`src/rtl/wb_pkg.sv`:
```
// ============================================================================
// wb_pkg -- shared types and constants for the writeback stage
// Rev 1.0 -- initial release
// ============================================================================
`default_nettype none

package wb_pkg;

  typedef enum logic [1:0] {
    WB_ALU  = 2'b00,
    WB_LOAD = 2'b01,
    WB_PC4  = 2'b10,
    WB_CSR  = 2'b11
  } wb_sel_e;

  localparam logic [2:0] c_LD_LB  = 3'b000;
  localparam logic [2:0] c_LD_LH  = 3'b001;
  localparam logic [2:0] c_LD_LW  = 3'b010;
  localparam logic [2:0] c_LD_LBU = 3'b100;
  localparam logic [2:0] c_LD_LHU = 3'b101;

  typedef enum logic [0:0] {
    S_IDLE    = 1'b0,
    S_LD_WAIT = 1'b1
  } wb_state_e;

endpackage

`default_nettype wire

```
`src/rtl/wb_unit_ld_align.sv`:
```
// ============================================================================
// ld_align -- byte/halfword selection and sign/zero extension of load data
// Rev 1.0 -- initial release
// ============================================================================
`default_nettype none

module ld_align
  import wb_pkg::*;
#(
  parameter int XLEN = 32
) (
  input  logic [XLEN-1:0] i_word,
  input  logic [1:0]      i_offset,
  input  logic [2:0]      i_funct3,
  output logic [XLEN-1:0] o_data
);

  logic [7:0]  w_byte;
  logic [15:0] w_half;

  assign w_byte = i_word[{i_offset, 3'b000} +: 8];
  assign w_half = i_offset[1] ? i_word[31:16] : i_word[15:0];

  // Reserved funct3 encodings fall through to the full-word path.
  always_comb begin
    o_data = i_word;
    case (i_funct3)
      c_LD_LB:  o_data = {{(XLEN-8){w_byte[7]}}, w_byte};
      c_LD_LH:  o_data = {{(XLEN-16){w_half[15]}}, w_half};
      c_LD_LBU: o_data = {{(XLEN-8){1'b0}}, w_byte};
      c_LD_LHU: o_data = {{(XLEN-16){1'b0}}, w_half};
      default:  o_data = i_word;
    endcase
  end

endmodule

`default_nettype wire

```
`src/rtl/wb_unit.sv`:
```
// ============================================================================
// wb_unit -- writeback stage: source select, load extension, late-load wait
// Rev 1.0 -- initial release
// ============================================================================
`default_nettype none

module wb_unit
  import wb_pkg::*;
#(
  parameter int XLEN   = 32,
  parameter int REG_AW = 5
) (
  input  logic              i_clk,
  input  logic              i_rst_n,
  input  logic              i_valid,
  output logic              o_ready,
  input  logic [1:0]        i_wb_sel,
  input  logic              i_rd_wren,
  input  logic [REG_AW-1:0] i_rd_addr,
  input  logic [XLEN-1:0]   i_alu_data,
  input  logic [XLEN-1:0]   i_pc_four,
  input  logic [XLEN-1:0]   i_csr_data,
  input  logic [2:0]        i_ld_funct3,
  input  logic [XLEN-1:0]   i_ld_data,
  input  logic              i_ld_valid,
  input  logic              i_flush,
  output logic              o_rf_wren,
  output logic [REG_AW-1:0] o_rf_addr,
  output logic [XLEN-1:0]   o_rf_data,
  output logic              o_busy
);

  wb_state_e         r_state;
  logic              r_rf_wren;
  logic [REG_AW-1:0] r_rf_addr;
  logic [XLEN-1:0]   r_rf_data;
  logic              r_ld_wren;
  logic [REG_AW-1:0] r_ld_addr;
  logic [2:0]        r_ld_funct3;
  logic [1:0]        r_ld_off;

  logic              w_in_wait;
  logic [2:0]        w_al_funct3;
  logic [1:0]        w_al_off;
  logic [XLEN-1:0]   w_ld_ext;
  logic [XLEN-1:0]   w_src;
  logic              w_req_we;
  logic              w_wait_we;

  // While waiting, the aligner must see the captured context, not live inputs.
  assign w_in_wait   = (r_state == S_LD_WAIT);
  assign w_al_funct3 = w_in_wait ? r_ld_funct3 : i_ld_funct3;
  assign w_al_off    = w_in_wait ? r_ld_off : i_alu_data[1:0];

  ld_align #(
    .XLEN(XLEN)
  ) u_ld_align (
    .i_word   (i_ld_data),
    .i_offset (w_al_off),
    .i_funct3 (w_al_funct3),
    .o_data   (w_ld_ext)
  );

  always_comb begin
    w_src = i_alu_data;
    case (i_wb_sel)
      WB_LOAD: w_src = w_ld_ext;
      WB_PC4:  w_src = i_pc_four;
      WB_CSR:  w_src = i_csr_data;
      default: w_src = i_alu_data;
    endcase
  end

  assign w_req_we  = i_rd_wren && (i_rd_addr != '0);
  assign w_wait_we = r_ld_wren && (r_ld_addr != '0);

  always_ff @(posedge i_clk or negedge i_rst_n) begin
    if (!i_rst_n) begin
      r_state     <= S_IDLE;
      r_rf_wren   <= 1'b0;
      r_rf_addr   <= '0;
      r_rf_data   <= '0;
      r_ld_wren   <= 1'b0;
      r_ld_addr   <= '0;
      r_ld_funct3 <= '0;
      r_ld_off    <= '0;
    end else begin
      r_rf_wren <= 1'b0;
      case (r_state)
        S_IDLE: begin
          if (i_valid) begin
            if ((i_wb_sel == WB_LOAD) && !i_ld_valid) begin
              r_ld_wren   <= i_rd_wren;
              r_ld_addr   <= i_rd_addr;
              r_ld_funct3 <= i_ld_funct3;
              r_ld_off    <= i_alu_data[1:0];
              r_state     <= S_LD_WAIT;
            end else if (w_req_we) begin
              // Address/data only move on a real write so they hold otherwise.
              r_rf_wren <= 1'b1;
              r_rf_addr <= i_rd_addr;
              r_rf_data <= w_src;
            end
          end
        end
        S_LD_WAIT: begin
          if (i_flush) begin
            r_state <= S_IDLE;
          end else if (i_ld_valid) begin
            r_state <= S_IDLE;
            if (w_wait_we) begin
              r_rf_wren <= 1'b1;
              r_rf_addr <= r_ld_addr;
              r_rf_data <= w_ld_ext;
            end
          end
        end
        default: r_state <= S_IDLE;
      endcase
    end
  end

  assign o_ready   = !w_in_wait;
  assign o_busy    = w_in_wait;
  assign o_rf_wren = r_rf_wren;
  assign o_rf_addr = r_rf_addr;
  assign o_rf_data = r_rf_data;

endmodule

`default_nettype wire

```
`config.mk`:
```
export PLATFORM = sky130hd
export DESIGN_NAME = wb_unit
export DESIGN_NICKNAME = d
export VERILOG_FILES = /design/src/rtl/wb_pkg.sv /design/src/rtl/wb_unit_ld_align.sv /design/src/rtl/wb_unit.sv
export SDC_FILE = /design/constraint.sdc
export NUM_CORES = 1
export LEC_CHECK = 0
export CAP_MARGIN = 20
export CORE_ASPECT_RATIO = 0.5
export CORE_MARGIN = 5
export CORE_UTILIZATION = 30
export DETAILED_ROUTE_END_ITERATION = 7
export HOLD_SLACK_MARGIN = 0.15
export SLEW_MARGIN = 30
export SYNTH_ARGS = -nofsm -noshare
export SYNTH_HDL_FRONTEND = slang
export SYNTH_SLANG_ARGS = --single-unit
```
`constraint.sdc`:
```
create_clock -name i_clk -period 2 [get_ports i_clk]
set_input_delay 0.6 -clock i_clk [delete_from_list [all_inputs] [get_ports i_clk]]
set_output_delay 0.6 -clock i_clk [all_outputs]
set_load 0.005 [all_outputs]
```
Yosys cells after proc, flatten, opt, wreduce, memory -nomap -nowiden

Index checks and enable logic that the tools add are counted.

Flip-flop bits (word level): 50
Bits of input ports: 144
Output and inout port bits: 40
Word-level logic and storage cells: 63

Eq/ne operators: 12
Shift operators: 1
Muxes and demuxes: 31
Bitwise operators: 1
Reduce and logical (&&, ||, !) cells: 10

Operators with widths:

| operator                                       | number |
|---|---|
| two-way mux 32 bit                             | 6 |
| case mux 32 bit (4 select lines)               | 1 |
| case mux 32 bit (3 select lines)               | 1 |
| case mux 32 bit (2 select lines)               | 1 |
| variable part select 32 x 6 -> 8 bit           | 1 |
| two-way mux 5 bit                              | 6 |
| two-way mux 16 bit                             | 1 |
| two-way mux 1 bit                              | 10 |
| != test 2 bit (second input constant)          | 5 |
| case mux 5 bit (2 select lines)                | 1 |
| nonzero test 5 bit                             | 2 |
| == test 3 bit (second input constant)          | 2 |
| AND reduction 6 bit                            | 1 |
| == test 2 bit (second input constant)          | 2 |
| case mux 1 bit (2 select lines)                | 2 |
| == test 3 x 1 -> 1 bit (second input constant) | 1 |
| logical AND 1 bit                              | 3 |
| logical NOT 3 bit                              | 1 |
| two-way mux 3 bit                              | 1 |
| AND reduction 3 bit                            | 1 |
| == test 2 x 1 -> 1 bit (second input constant) | 1 |
| logical NOT 1 bit                              | 2 |
| two-way mux 2 bit                              | 1 |
| != test 2 x 1 -> 1 bit (second input constant) | 1 |
| NOT 1 bit                                      | 1 |

Logic depth before layout (Yosys ltp)

Gate-level depths: netlist of run 1.

Depth in word-level cells: 8
Gate-level depth with buffers: 9

Modules after synthesis

A second synthesis of run 1 with hierarchy kept.

Cell total of the unflattened synthesis: 427
Area, all modules: 3801.1 sq um

Modules (own cells, without submodules):

| module   | times used | cells each | area an instance (sq um) |
|---|---|---|---|
| wb_unit  | 1          | 309        | 3040.4 |
| ld_align | 1          | 118        | 760.7 |

Worst setup path before layout of run 1

Ideal clock, no wire load.

Path kind: in2reg
Start point: input i_alu_data[1]
End point: register r_rf_data[22] (netlist: o_rf_data[22])
Library setup time: 96 ps
Data arrival time: 1836 ps
Data required time: 1904 ps
Setup slack: 68 ps
Stages: 7
Path buffers: 2
Path through: mux2_4 -> buf_8 -> mux2i_1 -> mux2i_1 -> nand2_2 -> buf_6 -> a311oi_2

Longest elaborated chain between the ends: 8
Elaborated cells between the ends (all ways): 12
Those cells by class: shift (1); mux (11)

RTL lines:

| what                                                                       | RTL line                                       | text |
|---|---|---|
| start: declaration                                                         | wb_unit.sv:20                                  | `input logic [XLEN-1:0] i_alu_data,` |
| two-way mux 2 bit (*)                                                      | wb_unit.sv:53                                  | `assign w_al_off = w_in_wait ? r_ld_off : i_alu_data[1:0];` |
| variable part select 32 x 6 -> 8 bit or two-way mux 16 bit (tied branches) | wb_unit_ld_align.sv:21, wb_unit_ld_align.sv:22 |  |
| case mux 32 bit (4 select lines) (*)                                       | wb_unit_ld_align.sv:27                         | `case (i_funct3)` |
| case mux 32 bit (3 select lines)                                           | wb_unit.sv:66                                  | `case (i_wb_sel)` |
| two-way mux 32 bit                                                         | wb_unit.sv:98                                  | `end else if (w_req_we) begin` |
| two-way mux 32 bit                                                         | wb_unit.sv:92                                  | `if ((i_wb_sel == WB_LOAD) && !i_ld_valid) begin` |
| two-way mux 32 bit                                                         | wb_unit.sv:91                                  | `if (i_valid) begin` |
| case mux 32 bit (2 select lines) (*)                                       | wb_unit.sv:89                                  | `case (r_state)` |
| end signal: assignment                                                     | wb_unit.sv:102                                 | `r_rf_data <= w_src;` |
| end signal: assignment                                                     | wb_unit.sv:114                                 | `r_rf_data <= w_ld_ext;` |
| end: declaration                                                           | wb_unit.sv:36                                  | `logic [XLEN-1:0] r_rf_data;` |

Every way passes the cells marked *; elsewhere a longest branch is shown, timed or not. The select of a mux whose other input is x is not followed.
A chain may end at the register's enable or synchronous reset.

Worst setup path after layout of run 1

Start point: register r_state (netlist: o_busy)
End point: register r_rf_data[13] (netlist: o_rf_data[13])

Longest elaborated chain between the ends: 8
Elaborated cells between the ends (all ways): 25
Those cells by class: eq/ne (9); shift (1); mux (12); bitwise (1); reduce/logical (2)

RTL lines:

| what                                                         | RTL line                     | text |
|---|---|---|
| start: declaration                                           | wb_unit.sv:33                | `wb_state_e r_state;` |
| start signal: assignment                                     | wb_unit.sv:79                | `r_state <= S_IDLE;` |
| start signal: assignment                                     | wb_unit.sv:97                | `r_state <= S_LD_WAIT;` |
| start signal: assignment                                     | wb_unit.sv:108               | `r_state <= S_IDLE;` |
| two-way mux 2 bit or two-way mux 3 bit (tied branches)       | wb_unit.sv:53, wb_unit.sv:52 |  |
| variable part select 32 x 6 -> 8 bit (tied with other cells) | wb_unit_ld_align.sv:21       | `assign w_byte = i_word[{i_offset, 3'b000} +: 8];` |
| case mux 32 bit (4 select lines)                             | wb_unit_ld_align.sv:27       |  |
| case mux 32 bit (3 select lines)                             | wb_unit.sv:66                |  |
| two-way mux 32 bit                                           | wb_unit.sv:98                |  |
| two-way mux 32 bit                                           | wb_unit.sv:92                |  |
| two-way mux 32 bit                                           | wb_unit.sv:91                |  |
| case mux 32 bit (2 select lines)                             | wb_unit.sv:89                |  |

Parallel ways exist; a longest one is shown, timed or not. The select of a mux whose other input is x is not followed.

==> qor.yml, run 1 <==
cts_tree: "done"
cp-end-kind: "register"
grt-ovfl-total: 0
worstMarginPinSlew_ns: 0.432
yosys-top-cells-area: "dfrtp_1 (32%), mux2_2 (8.9%), a21oi_1 (6.1%)"
hold_viol_final: 0
power_frac_clock: 0.246
synth_top_flop_cell: "dfrtp_1"
grt_antenna_before_repair: 0
slowest_stage: "dfrtp_2"
path_buf_inv: 1
fin_area_um2: 6850
startpoint_type: "register"
cap_violations: 0
hold_buffers: 0
regArea_um2: 1250
crit_fanout: 7
irDropWorstVdd_mv: 0.322
switching_power_mw: 1.27
wire_per_inst_um: 20.1
drtIter0Drc: 295
io_buffers: 183
synth_warnings: 0
setup_violations: 9
synth-seq-cells: 50
boundaryPins: 184
p_total_mw: 4.12
vias: 4637
grt_use_total: 0.214
num-fill-cells: 1204
grt_pass1_wl_um: 26300
powerDensity_nw_per_um2: 602
min_path_type: "in -> async"
ys_seq_area_frac: 0.320
insertion_delay_ns: 0.30
vias_per_cell: 5.35
clk_path_buf_depth: 2
setup_ws_ns: -0.0580
cp_data_arrival_time_ns: 2.24
seqPwrFrac: 0.336
cts_max_level: 2
drv_slew: 0
async_flop_share: 1.00
grtUsageMet3: 0.0468
wl_um: 17400
synth_top_area_frac: 0.320
grt_pass1_vias: 4706
routabilityCongestion: 0.898
grt_max_degree: 36
die-area_um2: 15500
p_int_mw: 2.85
min_period_over_period: 1.03
drc: 0
crit_family: "multiplexers"
die_x_um: 171
dp_hpwl_um: 13300
numCtsBuffers: 5
core_area_um2: 12700
power_switching_share: 0.309
synthCells: 463
status: "finished with violations"
syn_nets: 607
postPlaceCellArea_um2: 6380
area_growth_pct: 75.2
final_antenna_net_count: 0
synth_top_cell_by_area: "dfrtp_1"
clockRootBuffer: "clkbuf_16"
cts.sinks: 50
failed_checks: "setup timing"
grtUsageMet2: 0.353
std_cell_rows: 29
required_ns: 2.18
utilization: 0.539
finalCriticalPeriod_ns: 2.06
ys_types: 56
die_h_um: 90.7
fin_worst_skew_ns: 0.00991
antenna_cells: 0
avgSynthCellArea_um2: 8.44
first_pass_iters: 5
initial_core_util: 0.308
multi_input_area_um2: 2560
combPwrFrac: 0.418
synth_edf_count: 0
crit_type: "reg -> reg"
worst_path_largest_cell_delay_ns: 0.47
fin_nets: 839
dpl_worst_slack_ns: -0.503
use_met1: 0.297
cts.reportedPaths.clkPinSlew_ns: 0.08
max_freq_ghz: 0.486
drive_gt1_frac: 0.241
cp_cell_sequence: "buf_12 > mux2_4 > mux4_2 > a31oi_4 > o21a_1 > o31ai_2"
busiest_layer: "met2"
max_slew_margin: 0.712
netlist_area_um2: 3910
rsz0062_at_grt: "true"
p_leak_nw: 2.75
==> metal layers <==
layer,vias to the layer above,wire (um)
met1,2241,7490
met5,-,0
met3,6,1580
met2,169,8240
met4,0,108
li1,2221,-
==> metrics by stage <==
step	instances	TNS, ns	hold WS, ns
2_1_floorplan	463	0	0.304
3_3_place_gp	851	-14.09	0.466
3_5_place_dp	851	-15.22	0.472
4_1_cts	862	-0.286	0.230
5_1_grt	866	-1.62	0.243
6_report	866	-0.366	0.218
==> power groups by stage <==
stage	Combinational [mW]	Sequential, mW	Clock, mW
after floorplan	0.647	1.38	0
after global placement	1.62	1.40	0
after detailed placement	1.63	1.40	0
after CTS	1.67	1.38	1.02
after global routing	1.86	1.42	1.07
final	1.72	1.38	1.01
==> flip-flops by register name, summed over array words and instances (netlist names) <==
signal       flops
o_rf_addr        5
r_ld_off         2
r_ld_wren        1
o_rf_wren        1
o_busy           1
o_rf_data       32
r_ld_funct3      3
r_ld_addr        5
==> cell families (layout without fill, tap and decap cells) <==
| logic type | Yosys count | after routing | share of synthesized area |
|---|---|---|---|
| AOI/OAI and AO/OA | 173 | 173 | 0.311 |
| and+or+nand+nor | 145 | 145 | 0.168 |
| muxes | 52 | 52 | 0.148 |
| buffers and inverters | 43 | 276 | 0.0538 |
| DFF | 50 | 50 | 0.320 |
==> cells in the mapped netlist, drive strengths merged, types with 2 or more instances <==
| cell | count |
|---|---|
| nand3 | 11 |
| nor2b | 2 |
| nor2 | 64 |
| buf | 28 |
| nand2 | 35 |
| a31o | 4 |
| a21oi | 49 |
| o21a | 7 |
| dfrtp | 50 |
| a31oi | 5 |
| a221oi | 12 |
| nand2b | 3 |
| mux2 | 32 |
| o21bai | 12 |
| nor4 | 3 |
| o221ai | 2 |
| o21ai | 18 |
| and2 | 3 |
| nand3b | 2 |
| clkbuf | 11 |
| inv | 4 |
| nor3 | 15 |
| mux2i | 19 |
| o31ai | 8 |
| a22oi | 18 |
| a311oi | 12 |
| o32ai | 3 |
| o22ai | 17 |
==> worst paths after layout <==
path / depth (start not counted) / slack [ns] / start / to
hold / removal: 1 / 0.22 / i_rst_n / o_rf_data[9]$_DFFE_PN0P_
setup / recovery: 6 / -0.06 / o_busy$_DFF_PN0_ / o_rf_data[13]$_DFFE_PN0P_
setup reg to reg: 6 / -0.06 / o_busy$_DFF_PN0_ / o_rf_data[13]$_DFFE_PN0P_
hold reg to reg: 2 / 0.48 / o_rf_addr[2]$_DFFE_PN0P_ / o_rf_addr[2]$_DFFE_PN0P_
max in group asynchronous: 2 / 1.22 / i_rst_n / o_busy$_DFF_PN0_
min in group i_clk: 2 / 0.48 / o_rf_addr[2]$_DFFE_PN0P_ / o_rf_addr[2]$_DFFE_PN0P_
==> cell usage in the layout, fill, tap and decap left out, types with 3 or more instances in the layout <==
master | synthesis | routed
o21ai_1 | 3 | 4
a31oi_1 | 4 | 4
and2_1 | 2 | 3
o22ai_1 | 17 | 17
a22oi_1 | 18 | 17
buf_12 | 0 | 10
mux2_2 | 31 | 31
o32ai_1 | 3 | 3
buf_2 | 12 | 3
mux2i_1 | 19 | 19
dlygate4sd2_1 | 0 | 6
a221oi_1 | 12 | 12
a21oi_1 | 48 | 46
a311oi_2 | 6 | 12
buf_6 | 2 | 5
o21bai_1 | 12 | 12
nor3_1 | 15 | 14
nor2_2 | 1 | 3
nand2_1 | 34 | 32
o21ai_0 | 15 | 14
clkdlybuf4s50_1 | 0 | 167
nand2b_1 | 3 | 3
o21a_1 | 7 | 7
clkbuf_16 | 0 | 8
nor2_1 | 62 | 60
o31ai_1 | 8 | 5
a21oi_2 | 1 | 3
dfrtp_1 | 50 | 49
o31ai_2 | 0 | 3
a31o_2 | 4 | 4
dlymetal6s2s_1 | 0 | 7
buf_4 | 2 | 63
nand3_1 | 11 | 11
==> timing repair <==
item | 4_1_cts | 5_1_grt
setup buffers | 3 | 1
hold endpoints to repair | 0 | 0
gates resized for setup | 23 | 26
endpoints found under the setup margin | 34 | 33
gates cloned | 0 | 3
pin swaps | 3 | 11
==> area by class of cell <==
class | instances | area share
timing repair buffer | 264 | 0.384
multi-input combinational | 370 | 0.374
sequential | 50 | 0.183
tap | 170 | 0.0311
clock buffer | 6 | 0.0188
clock inverter | 2 | 0.00548
inverter | 4 | 0.00292
Note: power is estimated with default switching activity, not from simulation.
==> run 2: changes to the inputs <==
- ABC_AREA: not set -> 0
- clock period: 2 -> 2.2 ns (I/O delays scaled with it)
==> qor.yml, run 2 (synthesis results as in run 1) <==
status: "completed"
cts_tree: "done"
setup_tns_ns: 0
required_ns: 2.38
insertion_delay_ns: 0.29
cp_data_arrival_time_ns: 2.33
vias: 4580
dp_cells: 847
final_antenna_net_count: 0
antenna_cells: 0
finalCriticalPeriod_ns: 2.16
postPlaceCellArea_um2: 6350
routabilityCongestion: 0.885
rrSetupSlack_ns: 0.16
crit_fanout: 12
startpoint_type: "input pin"
wl_um: 16900
io_buffers: 183
boundaryPins: 184
grt-ovfl-total: 0
drv_slew: 0
p_leak_nw: 2.63
wire_per_inst_um: 19.7
clk_path_buf_depth: 2
crit_type: "in -> reg"
setup_violations: 0
drtIter0Drc: 342
initial_core_util: 0.308
path_buf_inv: 2
max_slew_margin: 0.723
regArea_um2: 1250
fin_area_um2: 6650
vias_per_cell: 5.33
drc: 0
rsz0062_at_grt: "true"
hold_viol_final: 0
cp-end-kind: "register"
die-area_um2: 15500
dp_hpwl_um: 13200
num-fill-cells: 1221
cts.reportedPaths.clkPinSlew_ns: 0.07
max_freq_ghz: 0.464
dpl_worst_slack_ns: -0.337
first_pass_iters: 5
grt_antenna_before_repair: 0
fin_cells: 859
slowest_stage: "clkdlybuf4s50_1"
clockRootBuffer: "clkbuf_16"
drive_gt1_frac: 0.216
powerDensity_nw_per_um2: 539
layout_commonest_cell: "clkdlybuf4s50_1"
cts.sinks: 50
worstMarginPinSlew_ns: 0.413
p_total_mw: 3.58
crit_family: "buffers and inverters"
cap_violations: 0
core_area_um2: 12700
area_growth_pct: 70.1
setup_ws_ns: 0.0432
grt_use_total: 0.212
std_cell_rows: 29
min_period_over_period: 0.980
cp_cell_sequence: "clkdlybuf4s50_1 > nand3b_1 > a211oi_4 > buf_4 > o22ai_1 > o32ai_1 > a21oi_1"
worst_path_largest_cell_delay_ns: 0.50
multi_input_area_um2: 2520
die_h_um: 90.7
final_cell_mix: "clkdlybuf4s50_1 (177), buf_4 (65), nor2_1 (62), dfrtp_1 (49), a21oi_1 (48)"
grt_pass1_vias: 4475
min_path_type: "in -> async"
numCtsBuffers: 5
die_x_um: 171
grt_max_degree: 51
irDropWorstVdd_mv: 0.294
fin_nets: 833
cts_max_level: 2
hold_buffers: 0
fin_worst_skew_ns: 0.00619
grt_pass1_wl_um: 25700
largest_reg_flops: 32
[run 2: stage by stage]
stage / hold WS (ns) / utilization
final: 0.348 / 0.523
after global routing: 0.372 / 0.523
after CTS: 0.366 / 0.514
after detailed placement: 0.476 / 0.500
after global placement: 0.466 / 0.500
after floorplan: 0.364 / -
[run 2: worst paths after layout]
path / from / to / depth (start not counted)
min in group i_clk: o_rf_addr[2]$_DFFE_PN0P_ / o_rf_addr[2]$_DFFE_PN0P_ / 2
worst min-delay path: i_rst_n / o_rf_data[6]$_DFFE_PN0P_ / 2
worst max-delay path: i_rd_wren / o_rf_data[7]$_DFFE_PN0P_ / 7
worst max register to register: o_busy$_DFF_PN0_ / o_rf_data[21]$_DFFE_PN0P_ / 8
worst min register to register: o_rf_addr[2]$_DFFE_PN0P_ / o_rf_addr[2]$_DFFE_PN0P_ / 2
max in group asynchronous: i_rst_n / o_busy$_DFF_PN0_ / 2
[run 2: repair_timing]
action                                  4_1_cts  5_1_grt
buffers inserted                              2        2
resized for setup                             4       17
cloned                                        0        1
pin swaps                                     1        2
endpoints found under the setup margin       17       27
[run 2: final cells by class]
type | count | share of cell area
tap | 170 | 0.0320
multi-input combinational | 370 | 0.380
timing repair buffer | 258 | 0.376
inverter | 4 | 0.00226
clock buffer | 7 | 0.0215
sequential | 50 | 0.188
[run 2: routing by layer]
metal	vias up	routed length [um]	GRT usage
met1	2230	7550	0.300
met5	-	0	0
met4	0	127	0.0277
met3	6	1110	0.0389
li1	2201	-	-
met2	143	8100	0.344
[run 2: power breakdown]
part / switching [mW] / total (mW) / internal (mW)
clock network: 0.347 / 0.795 / 0.448
logic: 0.620 / 1.53 / 0.909
registers: 0.136 / 1.26 / 1.12
==> run 3: changes to the inputs <==
- TNS_END_PERCENT: not set -> 10
==> qor.yml, run 3 (synthesis results as in run 1) <==
first_pass_iters: 5
fin_worst_skew_ns: 0.00677
grt-ovfl-total: 0
num-fill-cells: 1219
wl_um: 16900
core_area_um2: 12700
startpoint_type: "input pin"
drtIter0Drc: 337
drc: 0
cts_tree: "done"
vias_per_cell: 5.32
die-area_um2: 15500
whs_ns: 0.351
cp_data_arrival_time_ns: 2.37
status: "completed"
insertion_delay_ns: 0.29
utilization: 0.523
initial_core_util: 0.308
crit_fanout: 13
required_ns: 2.38
largest_reg_flops: 32
grt_pass1_vias: 4470
rsz0062_at_grt: "true"
boundaryPins: 184
drive_gt1_frac: 0.217
die_x_um: 171
switching_power_mw: 1.11
antenna_cells: 0
final_antenna_net_count: 0
max_freq_ghz: 0.456
power_switching_share: 0.309
p_int_mw: 2.48
regArea_um2: 1250
powerDensity_nw_per_um2: 540
grt_max_degree: 51
combPwrFrac: 0.427
grt_use_total: 0.211
hold_viol_final: 0
min_path_type: "in -> async"
crit_type: "in -> reg"
clockRootBuffer: "clkbuf_16"
seqPwrFrac: 0.351
final_cell_mix: "clkdlybuf4s50_1 (176), buf_4 (63), nor2_1 (61), dfrtp_1 (49), a21oi_1 (48)"
multi_input_area_um2: 2530
worstMarginPinSlew_ns: 0.481
layout_commonest_cell: "clkdlybuf4s50_1"
finalCriticalPeriod_ns: 2.19
area_growth_pct: 70.0
clk_path_buf_depth: 2
setup_violations: 0
min_period_over_period: 0.996
io_buffers: 183
cap_violations: 0
max_slew_margin: 0.679
irDropWorstVdd_mv: 0.295
cts.reportedPaths.clkPinSlew_ns: 0.07
cts.sinks: 50
numCtsBuffers: 5
fin_nets: 831
wire_per_inst_um: 19.7
grt_pass1_wl_um: 25700
std_cell_rows: 29
vias: 4558
dp_hpwl_um: 13200
die_h_um: 90.7
power_frac_clock: 0.222
grt_antenna_before_repair: 0
p_leak_nw: 2.63
routabilityCongestion: 0.885
cts_max_level: 2
drv_slew: 0
cp-end-kind: "register"
run 3: final timing paths:
path,from,end,slack [ns],cells after the start
setup / recovery,i_flush,o_rf_data[7]$_DFFE_PN0P_,0.009,7
setup reg to reg,o_busy$_DFF_PN0_,o_rf_data[21]$_DFFE_PN0P_,0.18,7
min in group i_clk,o_rf_addr[2]$_DFFE_PN0P_,o_rf_addr[2]$_DFFE_PN0P_,0.48,2
hold reg to reg,o_rf_addr[2]$_DFFE_PN0P_,o_rf_addr[2]$_DFFE_PN0P_,0.48,2
max in group asynchronous,i_rst_n,o_busy$_DFF_PN0_,1.57,2
hold / removal,i_rst_n,o_rf_data[6]$_DFFE_PN0P_,0.35,2
run 3: stage by stage:
step | instances | worst slack, ns | setup TNS [ns] | area, um^2 | power (mW)
CTS | 854 | -0.0130 | -0.0251 | 6520 | 3.57
finish | 857 | 0.00897 | 0 | 6640 | 3.59
detailed placement | 847 | -0.337 | -9.05 | 6350 | 2.75
global route | 857 | -0.0726 | -0.661 | 6640 | 3.80
global placement | 847 | -0.332 | -8.67 | 6350 | 2.74
floorplan | 463 | 0.208 | 0 | 3910 | 1.84
run 3: power by group through the flow:
stage	Clock, mW	Sequential [mW]	Combinational, mW
floorplan	0	1.26	0.588
global placement	0	1.27	1.48
detailed placement	0	1.27	1.48
CTS	0.812	1.26	1.50
global route	0.863	1.29	1.64
finish	0.795	1.26	1.53
run 3: area by class of cell:
cell class                      count  area share
Multi-Input combinational cell    370       0.381
Clock buffer                        7      0.0215
Sequential cell                    50       0.189
Tap cell                          170      0.0320
Inverter                            4     0.00226
Timing Repair Buffer              256       0.375
run 3: timing repair:
item / 4_1_cts / 5_1_grt
endpoints found under the setup margin: 17 / 28
cloned: 0 / 1
gates resized for setup: 5 / 18
pin swaps: 1 / 2
buffers inserted: 0 / 2
hold buffers: 0 / 0
run 3: routing by layer:
| layer | track usage | vias to the layer above | wire, um | share of wire |
|---|---|---|---|---|
| met5 | 0 | - | 0 | 0 |
| met4 | 0.0277 | 0 | 127 | 0.0075 |
| met3 | 0.0389 | 6 | 1100 | 0.065 |
| met2 | 0.345 | 145 | 8050 | 0.48 |
| met1 | 0.299 | 2212 | 7630 | 0.45 |
| li1 | - | 2195 | - | - |
run 3: worst max-delay path: stages:
cell and delay [ns]:
clkdlybuf4s50_1 0.44, nand4b_1 0.24, a21oi_2 0.24, buf_4 0.29, o22ai_1 0.14, o32ai_1 0.29, a21oi_1 0.07
